## src/rtl/queue_calc_sequencer.sv

```systemverilog
// -----------------------------------------------------------------------------
// queue_calc_sequencer
//
// Purpose:
//   Sequences a token stream (operands and operators) into commands for an
//   attached 8-bit queue and evaluates a postfix expression. Operands are
//   pushed. A binary operator pops the two head entries and pushes
//   A op B, where A is entry 0 and B is entry 1. Eval pops the single
//   remaining entry and reports it as the result. Errors are sticky until rst.
//
// Ports:
//   clk            in   clock, rising edge
//   rst            in   synchronous active-high reset (shared with the queue)
//   in_valid       in   token present
//   in_ready       out  token accepted when in_valid && in_ready at an edge
//   in_is_op       in   0 = operand, 1 = operator
//   in_data[7:0]   in   operand value, or operator code in bits [2:0]
//   q_opcode[1:0]  out  queue command: 00 push, 10 pair-pop/push, 11 pop, 01 nop
//   q_back[7:0]    out  data for the queue command
//   q_top_conc     in   queue head pair: [15:8] entry 0, [7:0] entry 1
//   q_pos_back     in   queue occupancy
//   result[7:0]    out  final evaluated value
//   result_valid   out  one-cycle pulse qualifying result
//   err            out  sticky error flag
//   err_code[1:0]  out  01 overflow, 10 underflow, 11 illegal operator
// -----------------------------------------------------------------------------
module queue_calc_sequencer #(
    parameter int DEPTH = 5
) (
    input  logic        clk,
    input  logic        rst,
    input  logic        in_valid,
    output logic        in_ready,
    input  logic        in_is_op,
    input  logic [7:0]  in_data,
    output logic [1:0]  q_opcode,
    output logic [7:0]  q_back,
    input  logic [15:0] q_top_conc,
    input  logic [2:0]  q_pos_back,
    output logic [7:0]  result,
    output logic        result_valid,
    output logic        err,
    output logic [1:0]  err_code
);

    localparam int DATA_W = 8;
    localparam logic [2:0] DEPTH_Q = 3'(DEPTH);

    localparam logic [1:0] QC_PUSH = 2'b00;
    localparam logic [1:0] QC_NOP  = 2'b01;
    localparam logic [1:0] QC_PAIR = 2'b10;
    localparam logic [1:0] QC_POP  = 2'b11;

    localparam logic [1:0] EC_NONE  = 2'b00;
    localparam logic [1:0] EC_OVER  = 2'b01;
    localparam logic [1:0] EC_UNDER = 2'b10;
    localparam logic [1:0] EC_ILL   = 2'b11;

    localparam logic [2:0] OP_ILL  = 3'b110;
    localparam logic [2:0] OP_EVAL = 3'b111;

    typedef enum logic [1:0] {
        S_IDLE = 2'd0,
        S_CMD  = 2'd1,
        S_DONE = 2'd2,
        S_ERR  = 2'd3
    } state_t;

    // All arithmetic wraps modulo 256; mul keeps the low byte of the product.
    function automatic logic [DATA_W-1:0] alu(
        input logic [2:0]        op,
        input logic [DATA_W-1:0] a,
        input logic [DATA_W-1:0] b
    );
        logic [2*DATA_W-1:0] prod;
        prod = {{DATA_W{1'b0}}, a} * {{DATA_W{1'b0}}, b};
        case (op)
            3'b000:  alu = a + b;
            3'b001:  alu = a - b;
            3'b010:  alu = a & b;
            3'b011:  alu = a | b;
            3'b100:  alu = a ^ b;
            3'b101:  alu = prod[DATA_W-1:0];
            default: alu = '0;
        endcase
    endfunction

    state_t            r_state;
    logic [1:0]        r_q_opcode;
    logic [DATA_W-1:0] r_q_back;
    logic [DATA_W-1:0] r_result;
    logic              r_result_valid;
    logic              r_err;
    logic [1:0]        r_err_code;

    state_t            w_state_nxt;
    logic [1:0]        w_q_opcode_nxt;
    logic [DATA_W-1:0] w_q_back_nxt;
    logic [DATA_W-1:0] w_result_nxt;
    logic              w_result_valid_nxt;
    logic              w_err_nxt;
    logic [1:0]        w_err_code_nxt;

    logic              w_accept;
    logic [DATA_W-1:0] w_a;
    logic [DATA_W-1:0] w_b;
    logic [2:0]        w_op;

    assign w_a      = q_top_conc[15:8];
    assign w_b      = q_top_conc[7:0];
    assign w_op     = in_data[2:0];
    // rst is folded in so no token can be taken on the reset edge.
    assign in_ready = (r_state == S_IDLE) && !r_err && !rst;
    assign w_accept = in_valid && in_ready;

    always_comb begin
        w_state_nxt        = r_state;
        w_q_opcode_nxt     = QC_NOP;
        w_q_back_nxt       = r_q_back;
        w_result_nxt       = r_result;
        w_result_valid_nxt = 1'b0;
        w_err_nxt          = r_err;
        w_err_code_nxt     = r_err_code;

        case (r_state)
            S_IDLE: begin
                if (w_accept) begin
                    if (!in_is_op) begin
                        if (q_pos_back >= DEPTH_Q) begin
                            w_state_nxt    = S_ERR;
                            w_err_nxt      = 1'b1;
                            w_err_code_nxt = EC_OVER;
                        end else begin
                            w_state_nxt    = S_CMD;
                            w_q_opcode_nxt = QC_PUSH;
                            w_q_back_nxt   = in_data;
                        end
                    end else if (w_op == OP_ILL) begin
                        w_state_nxt    = S_ERR;
                        w_err_nxt      = 1'b1;
                        w_err_code_nxt = EC_ILL;
                    end else if (w_op == OP_EVAL) begin
                        if (q_pos_back == 3'd1) begin
                            w_state_nxt    = S_CMD;
                            w_q_opcode_nxt = QC_POP;
                            w_q_back_nxt   = w_a;
                            w_result_nxt   = w_a;
                        end else begin
                            w_state_nxt    = S_ERR;
                            w_err_nxt      = 1'b1;
                            w_err_code_nxt = EC_UNDER;
                        end
                    end else begin
                        if (q_pos_back >= 3'd2) begin
                            w_state_nxt    = S_CMD;
                            w_q_opcode_nxt = QC_PAIR;
                            w_q_back_nxt   = alu(w_op, w_a, w_b);
                        end else begin
                            w_state_nxt    = S_ERR;
                            w_err_nxt      = 1'b1;
                            w_err_code_nxt = EC_UNDER;
                        end
                    end
                end
            end
            S_CMD: begin
                // A pop-front command is only ever issued by eval.
                if (r_q_opcode == QC_POP) begin
                    w_state_nxt        = S_DONE;
                    w_result_valid_nxt = 1'b1;
                end else begin
                    w_state_nxt = S_IDLE;
                end
            end
            S_DONE: begin
                w_state_nxt = S_IDLE;
            end
            default: begin
                w_state_nxt = S_ERR;
                w_err_nxt   = 1'b1;
            end
        endcase
    end

    always_ff @(posedge clk) begin
        if (rst) begin
            r_state        <= S_IDLE;
            r_q_opcode     <= QC_NOP;
            r_q_back       <= '0;
            r_result       <= '0;
            r_result_valid <= 1'b0;
            r_err          <= 1'b0;
            r_err_code     <= EC_NONE;
        end else begin
            r_state        <= w_state_nxt;
            r_q_opcode     <= w_q_opcode_nxt;
            r_q_back       <= w_q_back_nxt;
            r_result       <= w_result_nxt;
            r_result_valid <= w_result_valid_nxt;
            r_err          <= w_err_nxt;
            r_err_code     <= w_err_code_nxt;
        end
    end

    assign q_opcode     = r_q_opcode;
    assign q_back       = r_q_back;
    assign result       = r_result;
    assign result_valid = r_result_valid;
    assign err          = r_err;
    assign err_code     = r_err_code;

endmodule

```

## config.mk

```make
export PLATFORM = sky130hd
export DESIGN_NAME = queue_calc_sequencer
export DESIGN_NICKNAME = d
export VERILOG_FILES = /design/src/rtl/queue_calc_sequencer.sv
export SDC_FILE = /design/constraint.sdc
export NUM_CORES = 1
export LEC_CHECK = 0
export CORE_MARGIN = 1
export CORE_UTILIZATION = 45
export DETAILED_ROUTE_END_ITERATION = 6
export MAX_ROUTING_LAYER = met4
export PLACE_DENSITY = 0.7
export SYNTH_ARGS = -nofsm -noshare
export SYNTH_HDL_FRONTEND = slang
export SYNTH_SLANG_ARGS = --single-unit
```

## constraint.sdc

```tcl
create_clock -name clk -period 13.7 [get_ports clk]
set_clock_uncertainty 0.15 [all_clocks]
set_input_delay 3.425 -clock clk [delete_from_list [all_inputs] [get_ports clk]]
set_output_delay 3.425 -clock clk [all_outputs]
set_load 0.01 [all_outputs]
```

Yosys cells after proc, flatten, opt, wreduce, memory -nomap -nowiden
Cells that the tools add are included.

storage, ports and cells
  output and inout port bits = 23
  logic and storage cells = 93
  register bits after elaboration = 24
  input bits = 31

cells by class
  add/sub/neg operators = 2
  $mul = 1
  mux-type cells = 37
  equality and inequality tests = 21
  bitwise logic cells = 8
  order comparisons = 2
  reduce and logical (&&, ||, !) cells = 15

operators by type and width
  cell                                                 count
  two-way mux 8 bit                                    6
  case mux 8 bit (6 select lines)                      1
  two-way mux 2 bit                                    19
  equality test 3 bit, second input constant           4
  AND reduction 6 bit                                  2
  != test 5 bit, second input constant                 2
  AND reduction 5 bit                                  2
  two-way mux 1 bit                                    9
  adder 8 bit                                          1
  bitwise AND 8 bit                                    1
  multiplier 8 x 8 -> 8 bit                            1
  != test 4 bit, second input constant                 2
  bitwise OR 8 bit                                     1
  subtractor 8 bit                                     1
  XOR 8 bit                                            1
  equality test 3 x 1 -> 1 bit, second input constant  2
  equality test 3 x 2 -> 1 bit, second input constant  2
  != test 2 bit, second input constant                 3
  != test 3 x 2 -> 1 bit, second input constant        2
  case mux 2 bit (3 select lines)                      1
  NOT 1 bit                                            5
  equality test 2 bit, second input constant           2
  OR reduction 2 bit                                   2
  >= comparator 3 x 2 -> 1 bit, second input constant  1
  other kinds (10)                                     13

Logic depth before layout (Yosys ltp)
Gate-level depths: netlist of run 1.

  word-level depth = 7
  gate-level depth with buffers = 16
  gate-level depth less buffers = 16

Worst setup path after synthesis of run 1
Ideal clock, no wire load.

  path type = input port to output port
  start point = input rst
  end point = output in_ready
  buffers on the path = 0
  slack = 6.436 ns
  required time = 10.125 ns
  stages = 1
  data arrival time = 3.689 ns
  path through = nor3b_2

on the way
  cells in the longest elaborated chain, start to end = 2

RTL lines
  element             line  RTL
  start: declaration  31    input logic rst,
  zero test 1 bit     113   assign in_ready = (r_state == S_IDLE) && !r_err && !rst;
  logical AND 1 bit   113
  end: declaration    33    output logic in_ready,

No other way between the ends.

Worst setup path after layout of run 1
Same ends and word-level chain as after synthesis.

==> impl_metrics.tcl, run 1 <==
set metrics [dict create \
    status "completed" \
    setup_viol 0 \
    path_clk_slew_ns 0.08 \
    dieWidth_um 83.0 \
    core-area_um2 6350 \
    worstSetupPathType "in2out" \
    wire_per_inst_um 14.7 \
    cts_tree "done" \
    tightestPinTransition_ns 0.856 \
    cts_setup_buffers 0 \
    antenna_found_initial 0 \
    p_leak_nw 1.56 \
    clock_path_buffers 2 \
    clkSinkCount 24 \
    timing.fmax_mhz 114 \
    clock_latency_ns 0.26 \
    fin_crit_sh 0.641 \
    row_count 29 \
    postSynthRegisterBits 24 \
    grt_pass1_vias 2625 \
    synth-simple-area-share 0.187 \
    syn_inst 370 \
    power_density_nw_per_um2 83.0 \
    hold_class "reg2reg" \
    gp_congestion 0.890 \
    cp.arrival_ns 5.21 \
    synth_cell_types 51 \
    drc 0 \
    r2r_slack_ns 11.45 \
    io_pins 54 \
    crit_required_ns 10.12 \
    start_kind "input port" \
    mostFrequentLayoutCells "clkdlybuf4s50_1 (53), inv_1 (48), nor2_1 (45)" \
    antenna_left 0 \
    avgSynthCellArea_um2 7.98 \
    crit_fanout 23 \
    synth_fa_ha_area_frac 0.270 \
    fin_crit_ns 8.79 \
    die-area_um2 6890 \
    cap_viol_max_count 0 \
    synth_top_family_by_area "adder cells" \
    io_buffers 53 \
    grt_start_max_net_pins 24 \
    final_common_cell "clkdlybuf4s50_1" \
    routed_wl_um 7190 \
    synth_edf_count 0 \
    drtIter0Drc 147 \
    drive_above_1_share 0.0365 \
    synth-xor-area-share 0.0801 \
    synth_mux_area_frac 0.0466 \
    chipHeight_um 83.0 \
    cts_root_buf "clkbuf_8" \
    hpwlAfterDp_um 5680 \
    finalPower_uw 294 \
    peakVddDrop_mv 0.0931 \
    nets 500 \
    hold_viol_final 0 \
    track_usage 0.227 \
    numCtsBuffers 3 \
    layoutNonFillerInstCount 488 \
    ys.flop_type "dfxtp_1" \
    grt_pass1_wl_um 12500 \
    yosysSeqAreaShare 0.163 \
    start_util 0.465 \
    diodes 0 \
    vias 2666 \
    grt_remaining_overflow 0 \
    cts_hold_buf 0 \
    dp_cells 485 \
    h-tree-depth 1 \
    crit_path_end_kind "output pin" \
    drv_slew 0 \
    tns_ns 0 \
    synth_nets 457 \
    synth_compound_area_frac 0.162 \
    syn_area_um2 2950 \
    viasPerCell 5.46 \
    cts.repair.resized 0 \
    yosysWarningCount 0 \
    grt_setup_unrepaired "no" \
    firstDrtPassIters 4 \
    syn_to_final_growth_pct 19.8 \
    async_flop_share 0 \
    slew_headroom 0.428 \
]
==> metrics by stage <==
stage / hold WS (ns) / instance area (µm²) / worst slack [ns] / util
after floorplan: 0.331 / 2950 / 6.44 / -
after global placement: 0.300 / 3500 / 4.90 / 0.551
after detailed placement: 0.299 / 3500 / 4.88 / 0.551
after CTS: 0.310 / 3540 / 4.87 / 0.557
after global routing: 0.327 / 3540 / 4.75 / 0.557
final: 0.310 / 3540 / 4.91 / 0.557
==> cell usage after synthesis, drive strengths merged (6+ instances only) <==
| cell type | n | area, µm² |
|---|---|---|
| nor2 | 46 | 175 |
| ha | 43 | 538 |
| mux2i | 10 | 100 |
| nand3 | 8 | 40.0 |
| xnor2 | 22 | 193 |
| a21oi | 19 | 95.1 |
| nor3 | 6 | 41.3 |
| dfxtp | 24 | 480 |
| o21ai | 9 | 45.0 |
| inv | 48 | 180 |
| clkbuf | 12 | 45.0 |
| a221oi | 6 | 58.8 |
| nand2 | 36 | 135 |
| fa | 13 | 260 |
==> cell families after synthesis <==
| logic type | after synthesis |
|---|---|
| AO/OA/AOI/OAI | 68 |
| XOR/XNOR | 27 |
| adder cells (fa/ha/maj) | 56 |
| buffers and inverters | 64 |
| flip-flops | 24 |
| multiplexers | 13 |
| AND/OR/NAND/NOR | 118 |
==> routing by layer <==
metal,up-vias,share of wire,global-route usage
met5,-,0,-
met4,0,0.0071,0.0188
met3,6,0.044,0.0308
met2,61,0.48,0.381
met1,1270,0.46,0.303
li1,1329,-,-
==> critical path, stage by stage <==
cell,delay (ns)
clkdlybuf4s50_1,0.82
nor3b_2,0.39
clkdlybuf4s50_1,0.58
==> registers in the layout, summed over array words and instances, names as in the netlist <==
signal	cells
r_state	2
q_back	8
err_code	2
err	1
q_opcode	2
result	8
result_valid	1
==> path summary, 6_finish.rpt <==
check        cells past startpoint                     from                endpoint
max                              3                      rst                in_ready
min                              2   q_back[5]$_SDFFE_PP0P_  q_back[5]$_SDFFE_PP0P_
max reg2reg                      8  r_state[1]$_SDFFE_PP0P_  q_back[7]$_SDFFE_PP0P_
min reg2reg                      2   q_back[5]$_SDFFE_PP0P_  q_back[5]$_SDFFE_PP0P_
==> where the power goes <==
group          internal [mW]  total [mW]  leakage [nW]  switching, mW
Combinational         0.0783       0.169          1.34         0.0909
Clock                 0.0196      0.0413        0.0216         0.0217
Sequential            0.0777      0.0831         0.195        0.00542
==> area by class of cell <==
| cell class | count | area [µm²] |
|---|---|---|
| fillers | 590 | 2810 |
| flip-flops and latches | 24 | 480 |
| repair buffers | 54 | 538 |
| clock buffers | 3 | 41.3 |
| well taps | 77 | 96.3 |
| multi-input cells | 282 | 2200 |
| inverters | 48 | 180 |
Power figures use the tool's default switching activity.
==> run 2: changes to the inputs <==
- clock period: 13.7 -> 8.98 ns (I/O delays scaled with it)
==> run 2 against run 1 <==
- first-iteration DRC count shrank 4.1%
- combinational power increased by 53%
- clock power rose by 54%
- clock-buffer cell count is the same
- non-clock buffer count fell by 1
- largest power group unchanged
==> impl_metrics.tcl, run 2 (synthesis gave the netlist of run 1 again) <==
set metrics [dict create \
    fin_crit_sh 0.725 \
    timing.fmax_mhz 154 \
    path_clk_slew_ns 0.08 \
    clkSinkCount 24 \
    critPathMaxStageDelay_ns 0.86 \
    antenna_left 0 \
    crit_required_ns 6.59 \
    hold_viol_final 0 \
    row_count 29 \
    grt_start_max_net_pins 24 \
    drtIter0Drc 141 \
    fin_ws_ns 2.47 \
    clock_latency_ns 0.26 \
    worstSetupPathType "in2out" \
    place_area_um2 3490 \
    grt_setup_unrepaired "no" \
    slew_headroom 0.394 \
    dieWidth_um 83.0 \
    cp.arrival_ns 4.11 \
    cts_root_buf "clkbuf_8" \
    multi_input_area_um2 2200 \
    diodes 0 \
    cap_viol_max_count 0 \
    crit_fanout 23 \
    setup_viol 0 \
    final.fill_count 592 \
    grt_remaining_overflow 0 \
    h-tree-depth 1 \
    status "completed" \
    tightestPinTransition_ns 0.907 \
    drc 0 \
    track_usage 0.229 \
    hold_class "reg2reg" \
    dp_cells 484 \
    fin_crit_ns 6.51 \
    chipHeight_um 83.0 \
    gp_congestion 0.957 \
    die-area_um2 6890 \
    crit_chain "clkdlybuf4s50_1, nor3b_2, clkdlybuf4s50_1" \
    drv_slew 0 \
    cts_setup_buffers 0 \
    power_density_nw_per_um2 127 \
    cts_tree "done" \
    crit_path_end_kind "output pin" \
    cts.repair.resized 0 \
    viasPerCell 5.40 \
    grt_pass1_vias 2622 \
    p_leak_nw 1.55 \
    core-area_um2 6350 \
    numCtsBuffers 3 \
    drive_above_1_share 0.0341 \
    grt_pass1_wl_um 12600 \
    cts_hold_buf 0 \
    io_buffers 53 \
    nets 499 \
    critPathSlowestCell "clkdlybuf4s50_1" \
    final_common_cell "clkdlybuf4s50_1" \
    io_pins 54 \
    peakVddDrop_mv 0.128 \
    dpl_worst_slack_ns 2.27 \
    crit_top_cell "clkdlybuf4s50_1" \
    final_area_um2 3530 \
    start_kind "input port" \
    clock_path_buffers 2 \
    mostFrequentLayoutCells "clkdlybuf4s50_1 (53), inv_1 (48), nor2_1 (45)" \
    syn_to_final_growth_pct 19.6 \
    wire_per_inst_um 15.4 \
    tns_ns 0 \
    antenna_found_initial 0 \
    hpwlAfterDp_um 5910 \
    routed_wl_um 7480 \
    vias 2628 \
    seq_area_um2 480 \
    firstDrtPassIters 4 \
    start_util 0.465 \
    layoutNonFillerInstCount 487 \
]
==> run 2: changes by cell type in the layout (fill, tap and decap cells not counted) <==
cell / previous run / this run
buf_4: 1 / 0
==> run 2: through the flow <==
stage	total power [mW]	hold slack [ns]	util
2_1_floorplan	0.309	0.331	-
3_3_place_gp	0.382	0.298	0.550
3_5_place_dp	0.388	0.298	0.550
4_1_cts	0.452	0.309	0.556
5_1_grt	0.489	0.343	0.556
6_report	0.450	0.307	0.556
==> run 2: path summary, 6_finish.rpt <==
path	start	endpoint	slack (ns)	cells past startpoint
min	q_back[3]$_SDFFE_PP0P_	q_back[3]$_SDFFE_PP0P_	0.31	2
max reg2reg	r_state[0]$_SDFFE_PP0P_	result[1]$_SDFFE_PP0P_	6.76	7
max	rst	in_ready	2.47	3
min reg2reg	q_back[3]$_SDFFE_PP0P_	q_back[3]$_SDFFE_PP0P_	0.31	2
==> run 2: metal layers <==
metal / global-route usage / share of wire / vias up
li1: - / - / 1327
met1: 0.292 / 0.47 / 1237
met2: 0.399 / 0.49 / 62
met3: 0.0278 / 0.041 / 2
met4: 0.0266 / 0.0024 / 0
met5: - / 0 / -
==> run 2: power breakdown <==
| part | switching (mW) | leakage, nW | total (mW) | internal (mW) |
|---|---|---|---|---|
| Combinational | 0.139 | 1.33 | 0.259 | 0.120 |
| Sequential | 0.00808 | 0.195 | 0.127 | 0.119 |
| Clock | 0.0338 | 0.0216 | 0.0638 | 0.0300 |
| Total | 0.181 | 1.55 | 0.450 | 0.269 |
==> run 2: critical path, delay by kind of cell <==
| family | cells | cell delay (ns) |
|---|---|---|
| buffers and inverters | 2 | 1.46 |
| AND/OR/NAND/NOR | 1 | 0.41 |
==> run 2: cell type report <==
type | instances | area share
Sequential cell | 24 | 0.136
Tap cell | 77 | 0.0273
Clock buffer | 3 | 0.0117
Multi-Input combinational cell | 282 | 0.624
Inverter | 48 | 0.0510
Timing Repair Buffer | 53 | 0.150
